[src/rtl/regfile_wb_arbiter.sv]
// rtl/regfile_wb_arbiter.sv - ALU/load writeback queues arbitrated onto the register-file write port (option macro: WB_FIXED_PRIO_EN)
module regfile_wb_arbiter #(
    parameter int DATA_W = 32,
    parameter int ADDR_W = 5,
    parameter int QDEPTH = 2
) (
    input  logic                 clk,
    input  logic                 rst_n,
    input  logic                 alu_valid,
    output logic                 alu_ready,
    input  logic [ADDR_W-1:0]    alu_rd,
    input  logic [DATA_W-1:0]    alu_wd,
    input  logic                 mem_valid,
    output logic                 mem_ready,
    input  logic [ADDR_W-1:0]    mem_rd,
    input  logic [DATA_W-1:0]    mem_wd,
    output logic                 WE3,
    output logic [ADDR_W-1:0]    A3,
    output logic [DATA_W-1:0]    WD3,
    output logic [2**ADDR_W-1:0] pending
);
    localparam int PW = (QDEPTH > 1) ? $clog2(QDEPTH) : 1;
    localparam int CW = $clog2(QDEPTH + 1);

    // Producer index: 0 = ALU, 1 = load
    logic [1:0]        in_valid;
    logic [ADDR_W-1:0] in_rd [2];
    logic [DATA_W-1:0] in_wd [2];
    logic [1:0]        q_ready;
    logic [1:0]        q_ne;
    logic [1:0]        push;
    logic [1:0]        gnt;

    logic [PW-1:0]     wr_ptr_q [2];
    logic [PW-1:0]     wr_ptr_d [2];
    logic [PW-1:0]     rd_ptr_q [2];
    logic [PW-1:0]     rd_ptr_d [2];
    logic [CW-1:0]     count_q  [2];
    logic [CW-1:0]     count_d  [2];
    logic [ADDR_W-1:0] rd_mem_q [2][QDEPTH];
    logic [ADDR_W-1:0] rd_mem_d [2][QDEPTH];
    logic [DATA_W-1:0] wd_mem_q [2][QDEPTH];
    logic [DATA_W-1:0] wd_mem_d [2][QDEPTH];

    logic [2**ADDR_W-1:0] queue_mask;

    logic              we3_q, we3_d;
    logic [ADDR_W-1:0] a3_q, a3_d;
    logic [DATA_W-1:0] wd3_q, wd3_d;

    assign in_valid = {mem_valid, alu_valid};
    assign in_rd[0] = alu_rd;
    assign in_rd[1] = mem_rd;
    assign in_wd[0] = alu_wd;
    assign in_wd[1] = mem_wd;
    assign alu_ready = q_ready[0];
    assign mem_ready = q_ready[1];

    // Handshake: ready from registered occupancy only; x0 writes are accepted but dropped
    always_comb begin
        q_ready = '0;
        q_ne    = '0;
        push    = '0;
        for (int p = 0; p < 2; p++) begin
            q_ready[p] = (count_q[p] != CW'(QDEPTH));
            q_ne[p]    = (count_q[p] != '0);
            push[p]    = in_valid[p] && q_ready[p] && (in_rd[p] != '0);
        end
    end

`ifdef WB_FIXED_PRIO_EN
    // Fixed priority: loads always win when present
    always_comb begin
        gnt    = '0;
        gnt[1] = q_ne[1];
        gnt[0] = q_ne[0] && !q_ne[1];
    end
`else
    logic rr_q, rr_d;

    // Round-robin: rr_q=0 favours ALU on a contest; flips only when both heads compete
    always_comb begin
        gnt    = '0;
        gnt[0] = q_ne[0] && (!q_ne[1] || !rr_q);
        gnt[1] = q_ne[1] && (!q_ne[0] || rr_q);
        rr_d   = rr_q;
        if (q_ne[0] && q_ne[1]) begin
            rr_d = !rr_q;
        end
    end

    // Round-robin pointer register
    always_ff @(posedge clk or negedge rst_n) begin
        if (!rst_n) begin
            rr_q <= 1'b0;
        end else begin
            rr_q <= rr_d;
        end
    end
`endif

    // Queue next state: write at tail on push, advance head on grant
    always_comb begin
        for (int p = 0; p < 2; p++) begin
            wr_ptr_d[p] = wr_ptr_q[p];
            rd_ptr_d[p] = rd_ptr_q[p];
            count_d[p]  = count_q[p];
            for (int k = 0; k < QDEPTH; k++) begin
                rd_mem_d[p][k] = rd_mem_q[p][k];
                wd_mem_d[p][k] = wd_mem_q[p][k];
            end
            if (push[p]) begin
                rd_mem_d[p][wr_ptr_q[p]] = in_rd[p];
                wd_mem_d[p][wr_ptr_q[p]] = in_wd[p];
                wr_ptr_d[p] = wr_ptr_q[p] + PW'(1);
            end
            if (gnt[p]) begin
                rd_ptr_d[p] = rd_ptr_q[p] + PW'(1);
            end
            if (push[p] && !gnt[p]) begin
                count_d[p] = count_q[p] + CW'(1);
            end else if (!push[p] && gnt[p]) begin
                count_d[p] = count_q[p] - CW'(1);
            end
        end
    end

    // Queue state registers
    always_ff @(posedge clk or negedge rst_n) begin
        if (!rst_n) begin
            for (int p = 0; p < 2; p++) begin
                wr_ptr_q[p] <= '0;
                rd_ptr_q[p] <= '0;
                count_q[p]  <= '0;
                for (int k = 0; k < QDEPTH; k++) begin
                    rd_mem_q[p][k] <= '0;
                    wd_mem_q[p][k] <= '0;
                end
            end
        end else begin
            for (int p = 0; p < 2; p++) begin
                wr_ptr_q[p] <= wr_ptr_d[p];
                rd_ptr_q[p] <= rd_ptr_d[p];
                count_q[p]  <= count_d[p];
                for (int k = 0; k < QDEPTH; k++) begin
                    rd_mem_q[p][k] <= rd_mem_d[p][k];
                    wd_mem_q[p][k] <= wd_mem_d[p][k];
                end
            end
        end
    end

    // Write-port stage: present the granted head next cycle, otherwise hold address/data
    always_comb begin
        we3_d = gnt[0] || gnt[1];
        a3_d  = a3_q;
        wd3_d = wd3_q;
        if (gnt[0]) begin
            a3_d  = rd_mem_q[0][rd_ptr_q[0]];
            wd3_d = wd_mem_q[0][rd_ptr_q[0]];
        end else if (gnt[1]) begin
            a3_d  = rd_mem_q[1][rd_ptr_q[1]];
            wd3_d = wd_mem_q[1][rd_ptr_q[1]];
        end
    end

    // Write-port registers
    always_ff @(posedge clk or negedge rst_n) begin
        if (!rst_n) begin
            we3_q <= 1'b0;
            a3_q  <= '0;
            wd3_q <= '0;
        end else begin
            we3_q <= we3_d;
            a3_q  <= a3_d;
            wd3_q <= wd3_d;
        end
    end

    assign WE3 = we3_q;
    assign A3  = a3_q;
    assign WD3 = wd3_q;

    // Destinations of every occupied queue slot, walked from each head
    always_comb begin
        queue_mask = '0;
        for (int p = 0; p < 2; p++) begin
            for (int k = 0; k < QDEPTH; k++) begin
                if (CW'(k) < count_q[p]) begin
                    queue_mask[rd_mem_q[p][rd_ptr_q[p] + PW'(k)]] = 1'b1;
                end
            end
        end
    end

    // In-flight mask for hazard stalls; x0 is never a real destination
    always_comb begin
        pending = queue_mask;
        if (we3_q) begin
            pending[a3_q] = 1'b1;
        end
        pending[0] = 1'b0;
    end

endmodule

[config.mk]
export PLATFORM = sky130hd
export DESIGN_NAME = regfile_wb_arbiter
export DESIGN_NICKNAME = d
export VERILOG_FILES = /design/src/rtl/regfile_wb_arbiter.sv
export SDC_FILE = /design/constraint.sdc
export NUM_CORES = 1
export LEC_CHECK = 0
export CAP_MARGIN = 20
export CORE_MARGIN = 1
export CORE_UTILIZATION = 55
export DETAILED_ROUTE_END_ITERATION = 10
export GPL_TIMING_DRIVEN = 0
export PLACE_DENSITY = 0.76
export SETUP_SLACK_MARGIN = 0.02
export SYNTH_ARGS = -nofsm -noshare
export SYNTH_HDL_FRONTEND = slang
export SYNTH_SLANG_ARGS = --single-unit
[constraint.sdc]
create_clock -name clk -period 3 [get_ports clk]
set_clock_uncertainty 0.1 [all_clocks]
set_input_delay 0.3 -clock clk [delete_from_list [all_inputs] [get_ports clk]]
set_output_delay 0.3 -clock clk [all_outputs]
set_load 0.02 [all_outputs]
==> impl_metrics.tcl <==
set metrics [dict create \
    drive_above_1_share 0.214 \
    grt_usage 0.322 \
    yosysSeqAreaShare 0.454 \
    clk_path_buf_depth 2 \
    fin_nets 1194 \
    cts-htree-levels 4 \
    cts-root-buf "clkbuf_16" \
    p_switching_w 0.00791 \
    synth_top_area_frac 0.454 \
    required_ns 2.60 \
    wl_mm 31.2 \
    path_class "register to output pin" \
    dp_hpwl_mm 21.9 \
    ys.flop_type "dfrtp_1" \
    pre_cts_ws_ns -0.420 \
    die_x_um 142 \
    startpoint "rd_mem_q[17]" \
    ir_drop_uv 693 \
    fin_ws_ns 0.0695 \
    clkSlewWorstSetupHoldPaths_ns 0.09 \
    die_h_um 142 \
    min_from "alu_wd[15]" \
    antenna_left 0 \
    yosys.area.top_type "dfrtp_1" \
    yosys_warnings 0 \
    grt_overflow 0 \
    p_seq_frac 0.285 \
    synth_area_mm2 0.0108 \
    antenna_found_initial 1 \
    core_mm2 0.0190 \
    outcome "complete, no violations" \
    setup_violations 0 \
    syn-num-nets 1006 \
    yosysUniqueCellTypes 64 \
    synth-seq-cells 195 \
    final-hold-violation-count 0 \
    syn_inst 920 \
    slew_headroom 0.416 \
    die_area_mm2 0.0201 \
    dr.pass1.iters 5 \
    instances_no_fill 1381 \
    io_buffers 148 \
    post-route-min-period_ns 2.93 \
    cts_sinks 195 \
    clock_latency_ns 0.44 \
    gp_congestion 0.969 \
    synth.area.top_cells "dfrtp_1, mux2_1, mux2i_1, mux2_4, mux2_2" \
    post-route-util 0.726 \
    hp-class "primary input to register" \
    crit_fanout 9 \
    internal-power_w 0.00983 \
    worstPathArrival_ns 2.53 \
    worstReg2RegStart "count_q[1]" \
    grt_pass1_vias 8670 \
    end_kind "output pin" \
    placed_cell_area_mm2 0.0126 \
    wl_per_cell_um 22.6 \
    p_comb_frac 0.580 \
    std_cell_rows 50 \
    worstMarginPinSlew_ns 0.876 \
    num_vias 8626 \
    power.leakage_nw 5.87 \
    drtIter0Drc 666 \
    numCtsBuffers 17 \
    viasPerCell 6.25 \
    drc_errors 0 \
    cts_tree "built" \
    grt_max_degree 115 \
    design.portCount 150 \
    finalMaxSlewViolations 0 \
    synth-async-reset-ratio 1.00 \
    power_density_mw_per_mm2 1290 \
    start_kind "register" \
    cap_violations 0 \
    rsz0062_at_grt "true" \
    initial_core_util 0.567 \
    fin_area_mm2 0.0138 \
    avgSynthCellArea_um2 11.7 \
    clock_power_share 0.135 \
    fin_crit_sh 0.977 \
    dp.cells 1329 \
    synth_edf_count 0 \
    antennaDiodeCount 0 \
    grt_pass1_wl_mm 48.7 \
    max_freq_mhz 341 \
    area_growth_pct 27.9 \
    p_sw_frac 0.446 \
]
## cell usage in the layout, fill, tap and decap left out, types with 30 or more instances in the layout
| master | Yosys | layout |
|---|---|---|
| nor2_1 | 63 | 60 |
| a221oi_1 | 33 | 32 |
| mux2_4 | 30 | 30 |
| clkdlybuf4s50_1 | 0 | 116 |
| o22ai_1 | 40 | 39 |
| dfrtp_1 | 195 | 194 |
| mux2_2 | 36 | 36 |
| mux2_1 | 118 | 118 |
| mux2i_1 | 71 | 68 |
## sequential cells by signal (all words and copies together), names as in the netlist
name / cells
wr_ptr_q: 2
rr_q: 1
rd_ptr_q: 2
count_q: 4
WD3: 32
A3: 5
WE3: 1
wd_mem_q: 128
rd_mem_q: 20
## critical path, stage by stage, from the launching register on
cell and delay, ns:
dfrtp_1 0.51, and3b_1 0.27, o211ai_1 0.42, o22ai_1 0.17, or3_1 0.38, dlygate4sd2_1 0.34
## repair_timing
item / in CTS / in global routing
endpoints found under the hold margin: 113 / 0
pin swaps: 13 / 10
setup buffers: 18 / 6
setup endpoints to repair: 31 / 30
hold buffers: 1 / 0
gates resized for setup: 130 / 48
gates cloned: 0 / 0
## final cells by class
class / instances / area, µm²
clock inverter: 15 / 215
buffer: 56 / 387
tap: 260 / 325
inverter: 12 / 47.5
fill: 1343 / 5200
clock buffer: 17 / 425
sequential: 195 / 4880
multi-input combinational: 652 / 5820
timing repair buffer: 174 / 1650
## routing by layer
metal	part of all wire	GRT usage	vias to the layer above	wire (µm)
met5	0.00035	0	-	11
met2	0.48	0.532	387	15000
li1	-	-	3835	-
met4	0.043	0.139	2	1340
met1	0.41	0.408	4314	12700
met3	0.066	0.0729	88	2060
## synth_stat cells (17+ instances only)
cell and number:
nand2_1 28, nand2b_1 19, buf_2 17, nor2b_1 19, dfrtp_1 195, or3_1 19, mux2i_1 71, a221oi_1 33
clkbuf_1 27, mux2_4 30, o22ai_1 40, mux2_1 118, nor2_1 63, mux2_2 36
## per-stage QoR
step / hold slack [ns] / setup TNS [ns] / total power, W
after floorplan: -0.0956 / 0 / 0.0112
after global placement: 0.363 / -1272.47 / 0.0143
after detailed placement: 0.323 / -6.05 / 0.0145
after CTS: 0.355 / -0.479 / 0.0175
after global routing: 0.364 / 0 / 0.0187
final: 0.367 / 0 / 0.0177
## path summary, 6_finish.rpt
path / endpoint / depth (start not counted) / slack [ns]
max: pending[7] / 5 / 0.07
min: wd_mem_q[79] / 2 / 0.37
max reg2reg: WD3[29] / 7 / 0.40
min reg2reg: wd_mem_q[9] / 1 / 0.39
max in group asynchronous: wd_mem_q[44] / 3 / 1.45
min in group asynchronous: wd_mem_q[126] / 2 / 0.40
## power groups by stage
stage | Clock (W) | Combinational, W | Sequential [W]
after CTS | 0.00243 | 0.0101 | 0.00498
after global routing | 0.00253 | 0.0109 | 0.00521
after detailed placement | 0 | 0.00955 | 0.00493
after global placement | 0 | 0.00942 | 0.00490
after floorplan | 0 | 0.00623 | 0.00500
final | 0.00240 | 0.0103 | 0.00506
## cell families after synthesis
group	count (synthesis)	share of synthesized area
AO/OA/AOI/OAI	167	0.117
multiplexers	255	0.269
buffers and inverters	73	0.0366
adder cells (fa/ha/maj)	8	0.00931
other	1	0.000349
AND/OR/NAND/NOR	212	0.106
XOR/XNOR	9	0.00733
flip-flops	195	0.454
Power figures use the tool's default switching activity.
